**src/rtl/regbank_pkg.sv**
```systemverilog
// Shared sizing defaults and requester ids for the arbitrated register bank.
package regbank_pkg;
    localparam int WIDTH_DEF = 4;
    localparam int DEPTH_DEF = 4;
    localparam int ADDR_W    = $clog2(DEPTH_DEF);
    localparam int REQ0      = 0;
    localparam int REQ1      = 1;
endpackage

```
**src/rtl/regbank_store.sv**
```systemverilog
// DEPTH x WIDTH register file: one synchronous write port, one combinational read port.
module regbank_store
    import regbank_pkg::*;
#(
    parameter int WIDTH = WIDTH_DEF,
    parameter int DEPTH = DEPTH_DEF,
    parameter int AW    = $clog2(DEPTH)
) (
    input  logic             clk,
    input  logic             rst,
    input  logic             we,
    input  logic [AW-1:0]    waddr,
    input  logic [WIDTH-1:0] wdata,
    input  logic [AW-1:0]    raddr,
    output logic [WIDTH-1:0] rdata
);

    logic [DEPTH-1:0][WIDTH-1:0] mem_d, mem_q;

    // Next-state: overwrite the addressed entry on a write, hold everything else.
    always_comb begin
        mem_d = mem_q;
        if (we) mem_d[waddr] = wdata;
    end

    // Storage flops, cleared by synchronous reset.
    always_ff @(posedge clk) begin
        if (rst) mem_q <= '0;
        else     mem_q <= mem_d;
    end

    // Read sees the value held before the current edge.
    assign rdata = mem_q[raddr];

endmodule

```
**src/rtl/regbank_arbiter.sv**
```systemverilog
// Two-requester round-robin front end to a register bank, with a 1-cycle
// read-response pipeline and a wrapping handshake counter.
module regbank_arbiter
    import regbank_pkg::*;
#(
    parameter int WIDTH = WIDTH_DEF,
    parameter int DEPTH = DEPTH_DEF,
    localparam int AW   = $clog2(DEPTH)
) (
    input  logic             clk,
    input  logic             rst,
    input  logic             req0_valid,
    input  logic             req0_we,
    input  logic [AW-1:0]    req0_addr,
    input  logic [WIDTH-1:0] req0_wdata,
    output logic             req0_ready,
    input  logic             req1_valid,
    input  logic             req1_we,
    input  logic [AW-1:0]    req1_addr,
    input  logic [WIDTH-1:0] req1_wdata,
    output logic             req1_ready,
    output logic [1:0]       rsp_valid,
    output logic [WIDTH-1:0] rsp_rdata,
    output logic [7:0]       grant_cnt
);

    // ptr_q names the requester that wins a tie; 0 after reset.
    logic             ptr_d, ptr_q;
    logic [1:0]       rsp_valid_d, rsp_valid_q;
    logic [WIDTH-1:0] rsp_rdata_d, rsp_rdata_q;
    logic [7:0]       grant_cnt_d, grant_cnt_q;

    logic             hs0, hs1;
    logic             st_we;
    logic [AW-1:0]    st_addr;
    logic [WIDTH-1:0] st_wdata;
    logic [WIDTH-1:0] st_rdata;

    // Grant: a lone requester wins, a tie goes to the pointer; nothing while in reset.
    always_comb begin
        req0_ready = !rst && req0_valid && (!req1_valid || (ptr_q == 1'(REQ0)));
        req1_ready = !rst && req1_valid && (!req0_valid || (ptr_q == 1'(REQ1)));
        hs0        = req0_valid && req0_ready;
        hs1        = req1_valid && req1_ready;
    end

    // Steer the granted request onto the single store port.
    always_comb begin
        st_addr  = hs1 ? req1_addr  : req0_addr;
        st_wdata = hs1 ? req1_wdata : req0_wdata;
        st_we    = (hs0 && req0_we) || (hs1 && req1_we);
    end

    regbank_store #(
        .WIDTH (WIDTH),
        .DEPTH (DEPTH),
        .AW    (AW)
    ) u_store (
        .clk   (clk),
        .rst   (rst),
        .we    (st_we),
        .waddr (st_addr),
        .wdata (st_wdata),
        .raddr (st_addr),
        .rdata (st_rdata)
    );

    // Pointer, response and counter next-state.
    always_comb begin
        ptr_d = ptr_q;
        if (hs0)      ptr_d = 1'(REQ1);
        else if (hs1) ptr_d = 1'(REQ0);

        rsp_valid_d       = '0;
        rsp_valid_d[REQ0] = hs0 && !req0_we;
        rsp_valid_d[REQ1] = hs1 && !req1_we;
        rsp_rdata_d       = (|rsp_valid_d) ? st_rdata : '0;

        grant_cnt_d = grant_cnt_q;
        if (hs0 || hs1) grant_cnt_d = grant_cnt_q + 8'd1;
    end

    // State flops with synchronous reset.
    always_ff @(posedge clk) begin
        if (rst) begin
            ptr_q       <= 1'(REQ0);
            rsp_valid_q <= '0;
            rsp_rdata_q <= '0;
            grant_cnt_q <= '0;
        end else begin
            ptr_q       <= ptr_d;
            rsp_valid_q <= rsp_valid_d;
            rsp_rdata_q <= rsp_rdata_d;
            grant_cnt_q <= grant_cnt_d;
        end
    end

    // Masking with rst drops a response whose read was accepted just before reset.
    always_comb begin
        rsp_valid = rst ? 2'b00 : rsp_valid_q;
        rsp_rdata = rst ? '0    : rsp_rdata_q;
        grant_cnt = grant_cnt_q;
    end

endmodule
```
**config.mk**
```make
export PLATFORM = sky130hd
export DESIGN_NAME = regbank_arbiter
export DESIGN_NICKNAME = d
export VERILOG_FILES = /design/src/rtl/regbank_pkg.sv /design/src/rtl/regbank_store.sv /design/src/rtl/regbank_arbiter.sv
export SDC_FILE = /design/constraint.sdc
export NUM_CORES = 1
export LEC_CHECK = 0
export BUFFER_PORTS_ARGS = -buffer_cell sky130_fd_sc_hd__buf_2
export CAP_MARGIN = 20
export CORE_ASPECT_RATIO = 0.75
export CORE_MARGIN = 10
export CORE_UTILIZATION = 57
export DETAILED_ROUTE_END_ITERATION = 6
export HOLD_SLACK_MARGIN = 0.15
export PLACE_DENSITY = 0.84
export SYNTH_ARGS = -nofsm -noshare
export SYNTH_HDL_FRONTEND = slang
export SYNTH_SLANG_ARGS = --single-unit
```
**constraint.sdc**
```tcl
create_clock -name clk -period 2.85 [get_ports clk]
set_input_delay 0.57 -clock clk [delete_from_list [all_inputs] [get_ports clk]]
set_output_delay 0.57 -clock clk [all_outputs]
set_load 0.02 [all_outputs]
```
; ---- After elaboration in Yosys (flattened, before gate mapping)
; Index checks and enable logic that the tools add are counted.
[totals]
reg_bits = 31
out_inout_bits = 16
elab_cells = 47
[classes]
add_sub_neg = 1
order_cmp = 2
mux = 11
n_bitwise = 2
reduce_logical = 23
[ops]
columns = operator, count
row1 = bitwise mux 16 bit, 1
row2 = two-way mux 4 bit, 4
row3 = logical AND 1 bit, 11
row4 = "adder 8 x 1 -> 8 bit, second input constant", 1
row5 = binary-select mux 4 bit (select 2 bit), 1
row6 = demux 4 bit (select 2 bit), 1
row7 = zero test 1 bit, 5
row8 = logical OR 1 bit, 4
row9 = two-way mux 2 bit, 2
row10 = OR reduction 2 bit, 2
row11 = "less-than comparator 2 x 3 -> 1 bit, second input constant", 1
row12 = ">= comparator 2 x 1 -> 1 bit, second input constant", 1
row13 = two-way mux 1 bit, 2
row14 = inverter 1 bit, 2
row15 = nonzero test 2 bit, 1

; ---- Logic depth before layout (Yosys ltp)
[depth]
depth_word = 10
depth_mapped = 7
ltp_nobuf = 5

; ---- Cells and area by module
; A second synthesis with hierarchy kept.
[unflattened]
cells_unflattened = 140
hier_area_um2 = 1498.9
[modules_own_cells]
columns = module, n_inst, cells_each, area_each_um2, seq_area_each_um2
row1 = regbank_store, 1, 62, 764.5, 320.3
row2 = regbank_arbiter, 1, 78, 734.5, 300.3

; ---- Least setup slack after synthesis
; No wires, ideal clock.
[synth_path]
path_kind = input to output
start = in rst
end = out rsp_rdata[1]
arrival_ns = 1.569
path_slack_ns = 0.711
cell_stages = 4
path_buffers = 3
cell_sequence = clkbuf_1 clkbuf_1 buf_1 nor2b_1
[synth_via]
elab_chain_len = 1
[synth_rtl]
columns = element, line_no
row1 = from (decl), regbank_arbiter.sv:11  ; input logic rst,
row2 = two-way mux 4 bit, regbank_arbiter.sv:101  ; rsp_rdata = rst ? '0 : rsp_rdata_q;
row3 = to (decl), regbank_arbiter.sv:23  ; output logic [WIDTH-1:0] rsp_rdata,
; Every way passes these cells.

; ---- Worst setup path in the final report
[layout_path]
start = reg ptr_q
end = reg u_store.mem_q[13] (netlist name)
[layout_via]
elab_chain_len = 9
word_cells_on_any_way = 18
[layout_rtl]
columns = element, line_no
row1 = from (decl), regbank_arbiter.sv:28  ; logic ptr_d, ptr_q;
row2 = from (signal assigned), regbank_arbiter.sv:86  ; ptr_q <= 1'(REQ0);
row3 = from (signal assigned), regbank_arbiter.sv:91  ; ptr_q <= ptr_d;
row4 = logical OR 1 bit, regbank_arbiter.sv:42  ; req1_ready = !rst && req1_valid && (!req0_valid || (ptr_q == 1'(REQ1)));
row5 = logical AND 1 bit, regbank_arbiter.sv:42
row6 = logical AND 1 bit, regbank_arbiter.sv:44  ; hs1 = req1_valid && req1_ready;
row7 = two-way mux 2 bit, regbank_arbiter.sv:49  ; st_addr = hs1 ? req1_addr : req0_addr;
row8 = less-than comparator 2 x 3 -> 1 bit (not written as such) or >= comparator 2 x 1 -> 1 bit (tied branches), regbank_store.sv:23  ; if (we) mem_d[waddr] = wdata;
row9 = logical AND 1 bit (not written as such), regbank_store.sv:23
row10 = two-way mux 4 bit (not written as such), regbank_store.sv:23
row11 = demux 4 bit (select 2 bit), -
row12 = bitwise mux 16 bit, regbank_store.sv:23
row13 = to (signal assigned), regbank_store.sv:29  ; else mem_q <= mem_d;
row14 = to (decl), regbank_store.sv:18  ; logic [DEPTH-1:0][WIDTH-1:0] mem_d, mem_q;
; Parallel ways exist; a longest one is shown, timed or not.
; A chain may end at the register's enable or synchronous reset.

==> summary.txt <==
Outcome
  – Status: completed

Global routing
  – First-pass GRT wire length: ~5.3 mm
  – Vias in the first global route: 1093
  – All-Layer GR Usage: 0.131
  – Initial antenna violation count: 0
  – Largest net degree at the start of global routing: 38
  – Grt total ovfl: 0

Clock tree
  – CTS tree: yes
  – Number of H-tree levels: 2
  – Post-CTS setup buffer count: 0
  – Clock-pin slew on the worst setup and hold paths: 90 ps
  – Post-CTS Hold Buffers: 0
  – TritonCTS Buffers: 5
  – Clk sinks: 31
  – Resize count post-CTS: 0
  – Clk_lat worst skew: about 330 ps
  – Clock Path Buffers: 2
  – Root buffer cell: clkbuf_4

Critical path
  – CP max-delay cell: mux2_4
  – CP endpoint kind: flip-flop
  – Data required, critical path: just over 3000 ps
  – Reg2reg path depth: 5
  – Critical path startpoint category: flip-flop
  – R2R setup slack: 680 ps
  – Critical path class: flip-flop to flip-flop
  – Critical path data arrival time: around 2400 ps
  – CP Capture Point: u_store.mem_q[13]$_SDFFE_PP0P_
  – Worst r2r src: ptr_q$_SDFFE_PP0P_
  – Crit path max fanout: 12
  – Worst setup path startpoint: ptr_q$_SDFFE_PP0P_
  – Reg-to-Reg End: u_store.mem_q[13]$_SDFFE_PP0P_
  – Critical path, cell by cell: nand2b_2, nand3b_2, mux2_4, nor3b_2, mux2_2
  – Worst path max stage delay: 440 ps

Routing
  – Routed len/inst: between 15 and 20 um
  – Antenna Violating Nets Remaining: 0
  – Detailed Route Iter0 Violations: 77
  – Remaining DRCs: 0
  – DRT Wirelength: 3.33 mm
  – Vias per inst: 5.44
  – DR pass1 iterations: 4
  – Via count: 1170

Layout
  – Final net count: 199
  – Layout Area Growth over Synthesis: 15.3%
  – Antenna diodes: 0
  – Layout cells sized above 1: 0.354
  – Fillcell total: 191
  – Finished Layout Cells: 215

Placement
  – GPL Wtd Cong: 0.822
  – Buffers on Ports: 33
  – Placed Cells incl. Taps: a little over 200
  – HPWL after DPL: 2.54 mm
  – Pre-CTS WS: 383 ps

Timing
  – Slew Limit Headroom: 0.702
  – RSZ-0062 raised after global routing: false
  – Period Utilization, post-route: 0.761
  – Final-report hold violation count: 0
  – Setup slack after layout: 681 ps
  – Setup_tns: 0 ps
  – Slew Viols, Final: 0
  – Final hold slack: approximately 420 ps
  – Layout Skew: 6.93 ps
  – Fmax achieved: 461 MHz
  – Slew @ Worst Pin: 434 ps
  – Setup-failing EPs final: 0
  – Final min period: 2170 ps

Logic synthesis
  – Syn nets: about 160
  – Flip-flop and latch count after synthesis: 31
  – Cells after synthesis: 145
  – Mapped Avg Cell Area: 10.3 um2
  – Synth cell types: 28
  – Synthesis Warnings: 0
  – Seq/Total Area, Yosys: 0.416
  – Mapped Area: 0.00149 mm2

Power and ir drop
  – Leakage: 0.000810 uW
  – Power Dens Cells: 466 mW/mm2
  – Peak VDD IR: 0.000291 V

Floorplan
  – Rows: 15
  – Core box area: 0.00240 mm2
  – Initial Util: 0.621
  – Die width: 79.1 um
  – IO Pins: 34
  – Die Ht: ~64 um
  – Die area: 0.00508 mm2

Hold path
  – Min-delay src: req0_we
  – Hold Path Class: input pin to flip-flop

Flow run
  – Max_cap viols: 0
[per-layer routing]
metal / share of wire / up-vias / GRT usage
met5: 0 / - / 0
met4: 0.017 / 0 / 0.0536
met3: 0.068 / 8 / 0.0517
met2: 0.45 / 36 / 0.204
met1: 0.46 / 559 / 0.156
li1: - / 567 / -
[area by class of cell]
class                   instances  area, um2  share of cell area
well taps                      34       42.5              0.0247
flip-flops and latches         31        621               0.361
clock inverters                 1       5.00             0.00291
repair buffers                 34        173               0.100
inverters                       2       7.51             0.00437
multi-input cells             106        826               0.480
clock buffers                   7       45.0              0.0262
[metrics by stage]
stage	cell area, um2	power, uW	utilization
floorplan	1490	538	-
global placement	1670	567	0.695
detailed placement	1670	571	0.695
CTS	1720	805	0.716
finish	1720	802	0.716
global route	1720	842	0.716
[flip-flops by register name (all words and copies together) (netlist names)]
name	count
ptr_q	1
u_store.mem_q	16
rsp_valid_q	2
rsp_rdata_q	4
grant_cnt	8
[cells in the final DEF, fill, tap and decap left out, drive strengths merged]
master and count:
clkinv 1, o2111ai 1, nor2 15, nor3b 2, nand3b 1, xnor2 1, nand4b 2, mux2i 13
xor2 6, nand2b 1, nand3 4, and3 1, clkbuf 7, nand2 5, ha 1, mux2 18
o22ai 5, inv 2, o21a 1, a21o 1, a21oi 2, nor2b 22, dfxtp 31, o21ai 2
buf 34, nor3 2
[synth_stat cells]
| cell type | instances | area [um2] |
|---|---|---|
| inv_1 | 2 | 7.51 |
| a21oi_1 | 2 | 10.0 |
| xnor2_1 | 1 | 8.76 |
| o21ai_0 | 2 | 10.0 |
| nand2_1 | 5 | 18.8 |
| mux2i_1 | 13 | 130 |
| o2111ai_1 | 1 | 8.76 |
| xor2_1 | 6 | 52.6 |
| nand2b_2 | 1 | 8.76 |
| buf_6 | 2 | 22.5 |
| nor2b_1 | 22 | 138 |
| nand3b_2 | 1 | 11.3 |
| nor2_1 | 15 | 56.3 |
| nor3b_4 | 1 | 18.8 |
| nor3_4 | 2 | 32.5 |
| ha_1 | 1 | 12.5 |
| a21o_1 | 1 | 7.51 |
| mux2_2 | 17 | 191 |
| o22ai_1 | 5 | 31.3 |
| nand4b_1 | 2 | 17.5 |
| nor3b_2 | 1 | 12.5 |
| clkbuf_1 | 3 | 11.3 |
| dfxtp_1 | 31 | 621 |
| mux2_4 | 1 | 15.0 |
| nand3_1 | 4 | 20.0 |
| and3_1 | 1 | 6.26 |
| o21a_1 | 1 | 7.51 |
| buf_1 | 1 | 3.75 |
[worst min-delay path by stage]
stage,endpoint,slack (ps),cells after the start
after global placement,grant_cnt[1]$_SDFFE_PP0P_,470,2
final,rsp_valid_q[0]$_SDFF_PP0_,420,2
after CTS,rsp_valid_q[0]$_SDFF_PP0_,410,2
after global routing,rsp_valid_q[1]$_SDFF_PP0_,410,2
after detailed placement,grant_cnt[7]$_SDFFE_PP0P_,500,2
after floorplan,ptr_q$_SDFFE_PP0P_,480,1
[where the power goes]
group | internal [uW] | switching (uW) | total, uW | leakage [uW]
clock | 95.9 | 144 | 240 | 0.0000293
sequential | 444 | 8.50 | 453 | 0.000251
combinational | 45.2 | 63.4 | 109 | 0.000529
total | 586 | 216 | 802 | 0.000810
[critical path, delay by kind of cell (launching register included)]
family	cells	cell delay (ps)
flip-flops	1	370
multiplexers	2	820
AND/OR/NAND/NOR	3	860
[cell families after synthesis]
logic type	share of synthesized area
AO/OA/AOI/OAI	0.0503
XOR/XNOR	0.0411
adder cells (fa/ha/maj)	0.00839
buffers and inverters	0.0302
flip-flops	0.416
multiplexers	0.226
AND/OR/NAND/NOR	0.228
(Power assumes the default switching activity.)
